==> src/rtl/width_pack_n.sv <==
// Narrow-to-wide packer: gathers RATIO beats of IN_W bits into one word with
// valid/ready on both sides, selectable lane order and last-driven partial flush.
module width_pack_n #(
  parameter int IN_W      = 8,
  parameter int RATIO     = 2,
  parameter bit LSB_FIRST = 1'b0
) (
  input  logic                  clk,
  input  logic                  rst,
  input  logic                  valid_in,
  output logic                  ready_in,
  input  logic [IN_W-1:0]       data_in,
  input  logic                  last_in,
  output logic                  valid_out,
  input  logic                  ready_out,
  output logic [IN_W*RATIO-1:0] data_out,
  output logic [RATIO-1:0]      keep_out,
  output logic                  last_out
);

  localparam int OUT_W = IN_W * RATIO;
  localparam int CNT_W = $clog2(RATIO);
  localparam logic [CNT_W-1:0] CNT_MAX = CNT_W'(RATIO - 1);

  logic [CNT_W-1:0] cnt_q, cnt_d;
  logic [OUT_W-1:0] acc_q, acc_d;
  logic [RATIO-1:0] acc_keep_q, acc_keep_d;
  logic             valid_out_q, valid_out_d;
  logic [OUT_W-1:0] data_out_q, data_out_d;
  logic [RATIO-1:0] keep_out_q, keep_out_d;
  logic             last_out_q, last_out_d;

  logic             beat_fire;
  logic             word_fire;
  logic             word_done;
  logic [CNT_W-1:0] lane;
  logic [OUT_W-1:0] beat_vec;
  logic [RATIO-1:0] beat_keep;

  // A pending word blocks new beats unless it is being consumed this edge.
  assign ready_in  = !valid_out_q || ready_out;
  assign beat_fire = valid_in && ready_in;
  assign word_fire = valid_out_q && ready_out;
  assign word_done = (cnt_q == CNT_MAX) || last_in;
  assign lane      = LSB_FIRST ? cnt_q : (CNT_MAX - cnt_q);

  // Unwritten lanes stay zero, so placing a beat is a plain OR into the word.
  always_comb begin
    // NOTE: every always_comb output gets a default first so no path can infer a latch.
    beat_vec  = '0;
    beat_keep = '0;
    for (int i = 0; i < RATIO; i++) begin
      if (lane == CNT_W'(i)) begin
        beat_vec[i*IN_W +: IN_W] = data_in;
        beat_keep[i]             = 1'b1;
      end
    end
  end

  always_comb begin
    cnt_d       = cnt_q;
    acc_d       = acc_q;
    acc_keep_d  = acc_keep_q;
    valid_out_d = valid_out_q;
    data_out_d  = data_out_q;
    keep_out_d  = keep_out_q;
    last_out_d  = last_out_q;

    // Consume first; a completing beat on the same edge re-raises valid.
    if (word_fire) begin
      valid_out_d = 1'b0;
    end

    if (beat_fire) begin
      if (word_done) begin
        data_out_d  = acc_q | beat_vec;
        keep_out_d  = acc_keep_q | beat_keep;
        last_out_d  = last_in;
        valid_out_d = 1'b1;
        cnt_d       = '0;
        acc_d       = '0;
        acc_keep_d  = '0;
      end else begin
        acc_d       = acc_q | beat_vec;
        acc_keep_d  = acc_keep_q | beat_keep;
        cnt_d       = cnt_q + CNT_W'(1);
      end
    end
  end

  always_ff @(posedge clk) begin
    // NOTE: the accumulator is reset too, because a reset must discard a
    // half-built word and the OR-merge relies on unwritten lanes being zero.
    if (rst) begin
      cnt_q       <= '0;
      acc_q       <= '0;
      acc_keep_q  <= '0;
      valid_out_q <= 1'b0;
      data_out_q  <= '0;
      keep_out_q  <= '0;
      last_out_q  <= 1'b0;
    end else begin
      // NOTE: state registers use non-blocking assignments so every register
      // samples the pre-edge values regardless of statement order.
      cnt_q       <= cnt_d;
      acc_q       <= acc_d;
      acc_keep_q  <= acc_keep_d;
      valid_out_q <= valid_out_d;
      data_out_q  <= data_out_d;
      keep_out_q  <= keep_out_d;
      last_out_q  <= last_out_d;
    end
  end

  assign valid_out = valid_out_q;
  assign data_out  = data_out_q;
  assign keep_out  = keep_out_q;
  assign last_out  = last_out_q;

endmodule

==> config.mk <==
export PLATFORM = sky130hd
export DESIGN_NAME = width_pack_n
export DESIGN_NICKNAME = d
export VERILOG_FILES = /design/src/rtl/width_pack_n.sv
export SDC_FILE = /design/constraint.sdc
export NUM_CORES = 1
export LEC_CHECK = 0
export ABC_AREA = 1
export BUFFER_PORTS_ARGS = -buffer_cell sky130_fd_sc_hd__buf_4
export CAP_MARGIN = 0
export CORE_MARGIN = 2
export CORE_UTILIZATION = 35
export DETAILED_ROUTE_END_ITERATION = 8
export SETUP_SLACK_MARGIN = 0.1
export SLEW_MARGIN = 10
export SYNTH_ARGS = -nofsm -noshare
export SYNTH_HDL_FRONTEND = slang
export SYNTH_SLANG_ARGS = --single-unit
==> constraint.sdc <==
create_clock -name clk -period 0.99 [get_ports clk]
set_input_delay 0.099 -clock clk [delete_from_list [all_inputs] [get_ports clk]]
set_output_delay 0.099 -clock clk [all_outputs]
set_load 0.02 [all_outputs]
==> metrics.yaml <==
layout:
  finalInstanceArea_sq_mm: 0.00272
  final_cell_mix: "40 x nand2_1, 39 x nor2_1, 32 x inv_1"
  antenna_cells: 0
  final_util: 0.579
  final_common_cell: "nand2_1"
  nNetsFinal: 305
  drive_gt1_frac: 0.505
  area.growth.synth_to_final_pct: 61.1
placement:
  port_buffers: 33
  hpwl_mm: 2.45
  gp_congestion: 0.749
  detailed_place.area_sq_mm: 0.00213
worst_hold_path:
  min_to: "keep_out[0]"
  min_path_type: "input port to register"
  min-delay-start: "last_in"
  whs_path_depth: 4
sta:
  finalWorstSetupSlack_ns: -0.107
  drv_slew: 0
  tns_ns: -2.64
  period_share: 1.11
  relSlewSlack: 0.870
  fin_crit_ns: 1.10
  tightest_slew_ns: 0.195
  finalSetupViolations: 37
  hold_viol_final: 0
  hold_slack_ns: 0.0958
  skew_ns: 0.00936
  fmax_mhz: 911
  grt_setup_unrepaired: "true"
synth:
  synthCells: 234
  ys_ff_latch: 39
  syn_area_per_cell_sq_um: 7.20
  syn_nets: 247
  ys_types: 21
  yosys_warnings: 0
  syn-cell-area_sq_mm: 0.00169
  async_flop_share: 0
  synth-edff-count: 0
  ys.flop_type: "dfxtp_1"
  ys_seq_area_frac: 0.463
drt:
  via_per_inst: 4.37
  ant_nets: 0
  wire_per_inst_um: 11.0
  drt_first_pass_iters: 4
  drtIter0Drc: 79
  drc_errors: 0
  drt_wl_total_mm: 3.82
  vias: 1516
power_and_ir_drop:
  p_seq_frac: 0.418
  powerDensity_mw_per_mm2: 1530
  swShare: 0.277
  clkPwrFrac: 0.337
  internal_power_mw: 3.00
  finalPower_mw: 4.15
  comb_power_share: 0.245
  p_sw_mw: 1.15
  p_leak_nw: 1.27
  ir_drop_v: 0.000812
die:
  rows: 25
  core_area_sq_mm: 0.00469
  die_h_um: 73.4
  die_w_um: 73.4
  die_area_sq_mm: 0.00539
  initial_utilization: 0.359
  ios: 34
global_routing:
  grt_pass1_wl_mm: 6.31
  use_met1: 0.195
  top_usage_layer: "met2"
  grt_pass1_vias: 1393
  use_met3: 0.0466
  antenna_found_initial: 0
  met2_usage: 0.245
  gr-total-overflow: 0
  grt_max_degree: 16
  gr-usage-all-layers: 0.156
clock_tree:
  cts.sinks: 39
  cts_buffers: 5
  clkLatencyLatePin_ns: 0.30
  clk_pin_slew_worst_paths_ns: 0.08
  htree_levels: 2
  clk_path_buf_depth: 2
  cts_tree: "done"
  cts-root-buf: "clkbuf_8"
setup_path:
  rr_startpoint: "valid_out"
  rrSetupSlack_ns: -0.11
  crit_path_end_kind: "register"
  reg2regPathDepth: 7
  worstSetupStartpointType: "register"
  cp_data_required_time_ns: 1.18
  path_class: "register to register"
  cp_max_fo: 10
  r2r-end: "keep_out[1]"
  crit_arrival_ns: 1.29
  cp_slowest_cell: "dfxtp_4"
  critical_path.top_delay_family: "flip-flops"
  slowest_delay_ns: 0.39
  crit_buf_inv: 2
  cp_cell_sequence: "nand2_8 -> nand3_4 -> buf_12 -> buf_12 -> nand2_2 -> nand2_2 -> nor2_2"
run_status:
  violations: "negative setup slack"
  status: "finished, violations left"
job:
  maxCapViolations: 0
[worst max path at each step]
stage / startpoint / end / slack, ns / cells after the start
final: valid_out / keep_out[1] / -0.11 / 7
after floorplan: valid_out / keep_out[1] / -0.04 / 6
after CTS: valid_out / ready_in / -0.11 / 3
after global placement: cnt_q / data_out[8] / -0.05 / 5
after global routing: cnt_q / data_out[10] / -0.18 / 8
after detailed placement: cnt_q / data_out[9] / -0.06 / 5
[registers in the layout, indices dropped and copies added (netlist names)]
register	cells
data_out	16
acc_q	16
valid_out	1
acc_keep_q	2
keep_out	2
last_out	1
cnt_q	1
[power groups by stage]
stage / Clock (mW) / Sequential (mW) / Combinational [mW]
after detailed placement: 0 / 1.76 / 0.743
final: 1.40 / 1.74 / 1.02
after floorplan: 0 / 1.84 / 0.378
after global routing: 1.50 / 1.75 / 1.10
after global placement: 0 / 1.75 / 0.740
after CTS: 1.44 / 1.72 / 0.925
[metrics by stage]
| stage | setup WS (ns) | std cells |
|---|---|---|
| floorplan | -0.0441 | 234 |
| global placement | -0.0506 | 329 |
| detailed placement | -0.0561 | 329 |
| CTS | -0.111 | 343 |
| global route | -0.184 | 347 |
| finish | -0.107 | 347 |
[layer usage]
layer  up-vias  routed length [um]
met4         0                  94
met5         -                   0
li1        809                   -
met2        27                1770
met3         8                 162
met1       672                1790
[area by class of cell]
| cell class | count | area (sq um) |
|---|---|---|
| fill | 420 | 1980 |
| multi-input combinational | 151 | 930 |
| sequential | 39 | 805 |
| timing repair buffer | 60 | 664 |
| inverter | 35 | 131 |
| clock buffer | 6 | 82.6 |
| tap | 54 | 67.6 |
| clock inverter | 2 | 35.0 |
[cell usage after synthesis, types with 2 or more instances]
cell      count  area (sq um)
o21ai_0       2          10.0
nand2_4       2          22.5
nor2_1       51           191
o21bai_1      7          52.6
or2_2         7          43.8
nand2_1      57           214
inv_1        34           128
a21oi_1      17          85.1
buf_6         4          45.0
buf_4         4          30.0
dfxtp_1      39           781
[worst min-delay path, delay by kind of cell]
| family | cells | cell delay, ns |
|---|---|---|
| and+or+nand+nor | 3 | 0.17 |
| buffers and inverters | 1 | 0.10 |
[logic make-up (layout without fill, tap and decap cells)]
group / Yosys count / in the layout / share of synthesized area
AND/OR/NAND/NOR: 123 / 123 / 0.307
buffers and inverters: 44 / 103 / 0.125
flip-flops: 39 / 39 / 0.463
AO/OA/AOI/OAI: 28 / 28 / 0.104
[timing repair]
action,in CTS,in global routing
hold buffers,1,0
gates cloned,2,0
endpoints found under the hold margin,2,0
setup endpoints to repair,44,59
pin swaps,11,12
gates resized for setup,49,50
setup buffers,4,4
Note: power is estimated with default switching activity, not from simulation.
